[src/rtl/pipe_stage_skid.sv]
// pipe_stage_skid: flow-controlled pipeline stage register with a 2-entry skid
// buffer. A main register (M) drives the outputs and a skid register (S) absorbs
// one beat while downstream stalls. in_ready, out_valid and occupancy decode
// straight from the state register, so no ready path is combinational.
//
// Build option: define PIPE_STAGE_PERF_EN to add the saturating stall_cnt and
// flush_cnt performance counters. Without it those ports do not exist.

module pipe_stage_skid #(
    parameter int unsigned       DATA_W  = 175,
    parameter logic [DATA_W-1:0] CLR_VAL = '0
) (
    input  logic              clk,
    input  logic              reset,
    input  logic              flush,
    input  logic              in_valid,
    output logic              in_ready,
    input  logic [DATA_W-1:0] in_data,
    output logic              out_valid,
    input  logic              out_ready,
    output logic [DATA_W-1:0] out_data,
    output logic [1:0]        occupancy
`ifdef PIPE_STAGE_PERF_EN
    ,
    output logic [31:0]       stall_cnt,
    output logic [31:0]       flush_cnt
`endif
);

    localparam int unsigned CNT_W = 32;

    typedef enum logic [1:0] {
        ST_EMPTY = 2'd0,
        ST_ONE   = 2'd1,
        ST_TWO   = 2'd2
    } state_t;

    state_t            state_q;
    state_t            state_d;
    logic [DATA_W-1:0] m_q;
    logic [DATA_W-1:0] m_d;
    logic [DATA_W-1:0] s_q;
    logic [DATA_W-1:0] s_d;
    logic              push;
    logic              pop;

    // Handshake qualifiers; both sides only see state-decoded flags.
    assign push = in_valid && in_ready;
    assign pop  = out_valid && out_ready;

    // State register.
    always_ff @(posedge clk or posedge reset) begin
        if (reset) begin
            state_q <= ST_EMPTY;
        end else begin
            state_q <= state_d;
        end
    end

    // Next-state logic; flush overrides every transition.
    always_comb begin
        state_d = state_q;
        if (flush) begin
            state_d = ST_EMPTY;
        end else begin
            case (state_q)
                ST_EMPTY: begin
                    if (push) begin
                        state_d = ST_ONE;
                    end
                end
                ST_ONE: begin
                    if (push && !pop) begin
                        state_d = ST_TWO;
                    end else if (pop && !push) begin
                        state_d = ST_EMPTY;
                    end
                end
                ST_TWO: begin
                    if (pop) begin
                        state_d = ST_ONE;
                    end
                end
                default: begin
                    state_d = ST_EMPTY;
                end
            endcase
        end
    end

    // Output decode from the current state only (Moore outputs).
    always_comb begin
        in_ready  = 1'b1;
        out_valid = 1'b0;
        occupancy = 2'd0;
        case (state_q)
            ST_EMPTY: begin
                in_ready  = 1'b1;
                out_valid = 1'b0;
                occupancy = 2'd0;
            end
            ST_ONE: begin
                in_ready  = 1'b1;
                out_valid = 1'b1;
                occupancy = 2'd1;
            end
            ST_TWO: begin
                in_ready  = 1'b0;
                out_valid = 1'b1;
                occupancy = 2'd2;
            end
            default: begin
                in_ready  = 1'b1;
                out_valid = 1'b0;
                occupancy = 2'd0;
            end
        endcase
    end

    // Next values of the main and skid registers.
    always_comb begin
        m_d = m_q;
        s_d = s_q;
        if (flush) begin
            m_d = CLR_VAL;
            s_d = CLR_VAL;
        end else begin
            case (state_q)
                ST_EMPTY: begin
                    if (push) begin
                        m_d = in_data;
                    end
                end
                ST_ONE: begin
                    if (push && pop) begin
                        m_d = in_data;
                    end else if (push) begin
                        s_d = in_data;
                    end
                end
                ST_TWO: begin
                    if (pop) begin
                        m_d = s_q;
                    end
                end
                default: begin
                    m_d = m_q;
                    s_d = s_q;
                end
            endcase
        end
    end

    // Data registers; M keeps its last value when draining to EMPTY.
    always_ff @(posedge clk or posedge reset) begin
        if (reset) begin
            m_q <= CLR_VAL;
            s_q <= CLR_VAL;
        end else begin
            m_q <= m_d;
            s_q <= s_d;
        end
    end

    assign out_data = m_q;

`ifdef PIPE_STAGE_PERF_EN
    localparam logic [CNT_W-1:0] CNT_MAX = '1;

    // Saturating stall and flush counters; only reset clears them.
    always_ff @(posedge clk or posedge reset) begin
        if (reset) begin
            stall_cnt <= '0;
            flush_cnt <= '0;
        end else begin
            if (out_valid && !out_ready && (stall_cnt != CNT_MAX)) begin
                stall_cnt <= stall_cnt + CNT_W'(1);
            end
            if (flush && (flush_cnt != CNT_MAX)) begin
                flush_cnt <= flush_cnt + CNT_W'(1);
            end
        end
    end
`endif

endmodule

[config.mk]
export PLATFORM = sky130hd
export DESIGN_NAME = pipe_stage_skid
export DESIGN_NICKNAME = d
export VERILOG_FILES = /design/src/rtl/pipe_stage_skid.sv
export SDC_FILE = /design/constraint.sdc
export NUM_CORES = 1
export LEC_CHECK = 0
export ABC_AREA = 0
export BUFFER_PORTS_ARGS = -buffer_cell sky130_fd_sc_hd__buf_2
export CELL_PAD_IN_SITES_DETAIL_PLACEMENT = 1
export CELL_PAD_IN_SITES_GLOBAL_PLACEMENT = 1
export CORE_AREA = 5 5 194 196
export CTS_BUF_LIST = sky130_fd_sc_hd__clkbuf_16
export CTS_CLUSTER_SIZE = 8
export DETAILED_ROUTE_END_ITERATION = 10
export DIE_AREA = 0 0 199 201
export GPL_ROUTABILITY_DRIVEN = 0
export PLACE_DENSITY_LB_ADDON = 0.1
export SETUP_SLACK_MARGIN = 0.1
export SLEW_MARGIN = 10
export SYNTH_ARGS = -nofsm -noshare
export SYNTH_HDL_FRONTEND = slang
export SYNTH_SLANG_ARGS = --single-unit
[constraint.sdc]
create_clock -name clk -period 14.85 [get_ports clk]
set_input_delay 2.97 -clock clk [delete_from_list [all_inputs] [get_ports clk]]
set_output_delay 2.97 -clock clk [all_outputs]
set_load 0.02 [all_outputs]
Word-level counts from Yosys, hierarchy flattened
Index checks and enable logic that the tools add are counted.

Equal/unequal tests: 7. Multiplexer cells: 17. Reduce and logical (&&, ||, !) cells: 15.

Operators with widths (count): $mux 175 (7); $pmux 175 s3 (1); $mux 2 (5); $ne 3x3->1 const B (3); $pmux 2 s3 (1); $reduce_and 3->1 (2); $logic_and 1x1->1 (5); $ne 4x4->1 const B (1); $pmux 2 s2 (1); $reduce_and 4->1 (1); $reduce_bool 2->1 (2); $reduce_bool 4->1 (1); $eq 2x1->1 const B (1); $eq 2x2->1 const B (1); $logic_not 1->1 (2); $logic_not 2->1 (1); $mux 1 (2); $ne 2x2->1 const B (1); $reduce_or 2->1 (1).

Flip-flop bits (word level): 352. Bits of input ports: 180. Output and inout bits: 179.

Logic depth before layout (Yosys ltp)
Word-level depth: 9. Depth in mapped cells: 11. Gate-level depth less buffers: 6.

Worst setup path after synthesis
Ideal clock, no wire load.

Path type: reg2out. Start: register state_q[0]. End: output port in_ready. Data arrival time: 1.547 ns. Data required time: 11.880 ns. Setup slack: 10.333 ns. Stages on the path, launching flop included: 6. Buffers on the path: 2. Cell sequence: dfrtp_1 inv_1 ha_1 buf_2 buf_1 inv_1.

Longest elaborated chain between the ends: 2.

RTL lines: from (decl) (RTL line 38) `state_t state_q;`; from (signal assigned) (RTL line 56) `state_q <= state_d;`; $eq 2x2->1 (RTL line 96) `case (state_q)`; $mux 1 (RTL line 96); to (decl) (RTL line 17) `output logic in_ready,`.

Every way passes these cells.

Final worst setup path
Start: input port flush. End: register m_q[102], in the netlist out_data[102].

Longest elaborated chain between the ends: 2. Elaborated cells on any way between the ends: 6. Classes of those cells: eq/ne (3); mux (1); reduce/logical (2).

RTL lines: from (decl) (RTL line 15) `input logic flush,`; $ne 3x3->1 (no line) / $reduce_bool 4->1 (equally long branches); $reduce_and 4->1 (no line); to (signal assigned) (RTL line 160) `m_q <= m_d;`; to (decl) (RTL line 40) `logic [DATA_W-1:0] m_q;`.

Parallel ways exist; a longest one is shown, timed or not. A chain may end at the register's enable or synchronous reset.

==> flow_metrics.env <==
export IMPL_timing_final_crit_period_ns=6.03
export IMPL_cts_root_buf="sky130_fd_sc_hd__clkbuf_16"
export IMPL_cp_required_ns=15.22
export IMPL_detail_route_first_pass_iterations=4
export IMPL_global_route_wire_length_before_repair_mm=70.4
export IMPL_status="completed"
export IMPL_number_of_synthesis_warnings=0
export IMPL_drive_gt1_frac=0.374
export IMPL_fp_coreArea_um2=35900
export IMPL_grt_antenna_before_repair=17
export IMPL_ys_top_cells_by_count="352 x sky130_fd_sc_hd__dfrtp_1, 178 x sky130_fd_sc_hd__a22o_1, 176 x sky130_fd_sc_hd__mux2i_1, 90 x sky130_fd_sc_hd__o2bb2ai_2, 51 x sky130_fd_sc_hd__o2bb2ai_1"
export IMPL_timing_final_crit_share=0.406
export IMPL_floorplan_die_area_um2=40000
export IMPL_area_delta_synth_final_pct=21.2
export IMPL_via_count_of_the_first_global_routing_pass=12000
export IMPL_start_util=0.429
export IMPL_avgSynthCellArea_um2=14.1
export IMPL_tightestPinTransition_ns=1.09
export IMPL_grt_use_total=0.218
export IMPL_dpl_worst_slack_ns=8.30
export IMPL_netlist_area_leader_share=0.572
export IMPL_timing_final_max_slew_violations=0
export IMPL_timing_reg2reg_setup_slack_ns=10.76
export IMPL_post_cts_setup_inserts=0
export IMPL_timing_critical_path_arrival_ns=6.40
export IMPL_final_cells=1880
export IMPL_finalClockSkew_ns=0.0139
export IMPL_synth_cell_area_um2=15400
export IMPL_setup_tns_ns=0
export IMPL_design_final_nets=1586
export IMPL_floorplan_rows=70
export IMPL_clock_sink_count=352
export IMPL_slew_headroom=0.271
export IMPL_synth_cells=1090
export IMPL_max_freq_mhz=166
export IMPL_yosysUniqueCellTypes=26
export IMPL_route_vias_total=10900
export IMPL_ctsHtreeMaxLevel=2
export IMPL_clock_latency_ns=0.54
export IMPL_unrepaired_setup_endpoints_after_global_routing="no"
export IMPL_routed_via_density=5.78
export IMPL_tritoncts="yes"
export IMPL_final_hold_violation_count=0
export IMPL_grt_overflow_total=0
export IMPL_hpwl_mm=27.6
export IMPL_die_w_um=199
export IMPL_max_clock_path_buffers=3
export IMPL_postCtsResizedCells=0
export IMPL_post_synth_top_area_cell="sky130_fd_sc_hd__dfrtp_1"
export IMPL_max_cap_violations=0
export IMPL_post_synth_top_count_cell="sky130_fd_sc_hd__dfrtp_1"
export IMPL_die_height_um=201
export IMPL_holdCritPathClass="reg2reg"
export IMPL_numPortBuffers=358
export IMPL_synthesis_nets=1275
export IMPL_async_reset_ff_frac=1.00
export IMPL_crit_path_max_fanout=70
export IMPL_ys_top_cells_by_area="sky130_fd_sc_hd__dfrtp_1 57%, sky130_fd_sc_hd__mux2i_1 11%, sky130_fd_sc_hd__a22o_1 10%"
export IMPL_clkTransAtPathRegs_ns=0.05
export IMPL_total_leakage_power_uw=0.00907
export IMPL_final_wl_mm=44.7
export IMPL_grt_start_max_net_pins=161
export IMPL_critPathCaptureType="flop"
export IMPL_drc=0
export IMPL_cts_inserted_buffers=49
export IMPL_yosys_register_bits=352
export IMPL_cts_hold_fix_buffers=0
export IMPL_setup_ws_final_ns=8.82
export IMPL_drtIter0Drc=500
export IMPL_dominantRegCellSynth="sky130_fd_sc_hd__dfrtp_1"
export IMPL_placed_cells=1818
export IMPL_ys_seq_area_frac=0.572
export IMPL_start_kind="input pin"
export IMPL_power_density_cell_area_nw_per_um2=158
export IMPL_number_of_placed_i_o_pins=359
export IMPL_drt_wirelength_per_cell_um=23.8
export IMPL_synth_edff_count=0
export IMPL_antenna_violating_nets_post_route=0
export IMPL_path_class="in2reg"
export IMPL_fillCellCount=3704
export IMPL_vdd_ir_drop_max_mv=0.0950
export IMPL_final_setup_viol_count=0
export IMPL_tot_pwr_uw=2960
## metal layers
metal | vias up | track usage | share of wire
met2 | 274 | 0.342 | 0.47
met3 | 75 | 0.0720 | 0.078
li1 | 4845 | - | -
met1 | 5660 | 0.294 | 0.43
met4 | 20 | 0.0576 | 0.020
met5 | - | 0 | 0.0024
## critical path, cell delays in order
cell,delay [ns]
sky130_fd_sc_hd__buf_2,0.37
sky130_fd_sc_hd__nor2b_1,0.37
sky130_fd_sc_hd__a21o_2,0.17
sky130_fd_sc_hd__buf_4,0.58
sky130_fd_sc_hd__or3_4,0.77
sky130_fd_sc_hd__buf_4,0.82
sky130_fd_sc_hd__o2bb2ai_1,0.22
## layout make-up
cell class	count	area (um2)	share of cell area
antenna	11	27.5	0.00147
clock buffer	49	1230	0.0656
tap	468	586	0.0314
inverter	6	30.0	0.00161
multi-input combinational	618	6060	0.324
clock inverter	2	17.5	0.000938
timing repair buffer	374	1920	0.103
sequential	352	8810	0.472
## stage by stage
stage	util	hold slack (ns)	area, um2
after floorplan	-	0.473	15400
after CTS	0.519	0.485	18700
after global routing	0.520	0.503	18700
final	0.520	0.483	18700
after global placement	0.485	0.466	17400
after detailed placement	0.485	0.469	17400
## cell families after synthesis
kind of cell | after synthesis | share of synthesized area
AO/OA/AOI/OAI | 359 | 0.240
buffers and inverters | 120 | 0.0382
flip-flops | 352 | 0.572
multiplexers | 176 | 0.114
adder cells (fa/ha/maj) | 5 | 0.00406
AND/OR/NAND/NOR | 77 | 0.0313
XOR/XNOR | 1 | 0.000569
## where the power goes
part	switching, uW	leakage (uW)	internal (uW)	total, uW
sequential	108	0.00476	1110	1220
combinational	504	0.00369	270	773
clock	389	0.000613	576	965
total	1000	0.00907	1960	2960
## sequential cells by signal, indices dropped and copies added (netlist names)
name,cells
out_data,175
s_q,175
state_q,2
## cell usage in the layout, fill, tap and decap left out, types with 2 or more instances in the layout
cell / instances
sky130_fd_sc_hd__clkbuf_16: 49
sky130_fd_sc_hd__o2bb2ai_1: 51
sky130_fd_sc_hd__buf_4: 15
sky130_fd_sc_hd__a211o_1: 34
sky130_fd_sc_hd__nor2b_1: 2
sky130_fd_sc_hd__diode_2: 11
sky130_fd_sc_hd__inv_1: 5
sky130_fd_sc_hd__mux2i_1: 176
sky130_fd_sc_hd__nor4_1: 35
sky130_fd_sc_hd__buf_2: 358
sky130_fd_sc_hd__ha_1: 4
sky130_fd_sc_hd__a22o_1: 177
sky130_fd_sc_hd__dfrtp_1: 352
sky130_fd_sc_hd__inv_6: 2
sky130_fd_sc_hd__o2bb2ai_2: 90
sky130_fd_sc_hd__and3_1: 34
sky130_fd_sc_hd__a21oi_1: 2
## worst paths after layout
kind / cells after the start / to / start
min in group asynchronous: 2 / s_q[17] / reset
hold reg to reg: 1 / out_data[165] / out_data[165]
setup / recovery: 7 / out_data[102] / flush
max in group asynchronous: 3 / out_data[102] / reset
hold / removal: 1 / out_data[165] / out_data[165]
setup reg to reg: 9 / out_data[102] / state_q[0]
(Power assumes the default switching activity.)
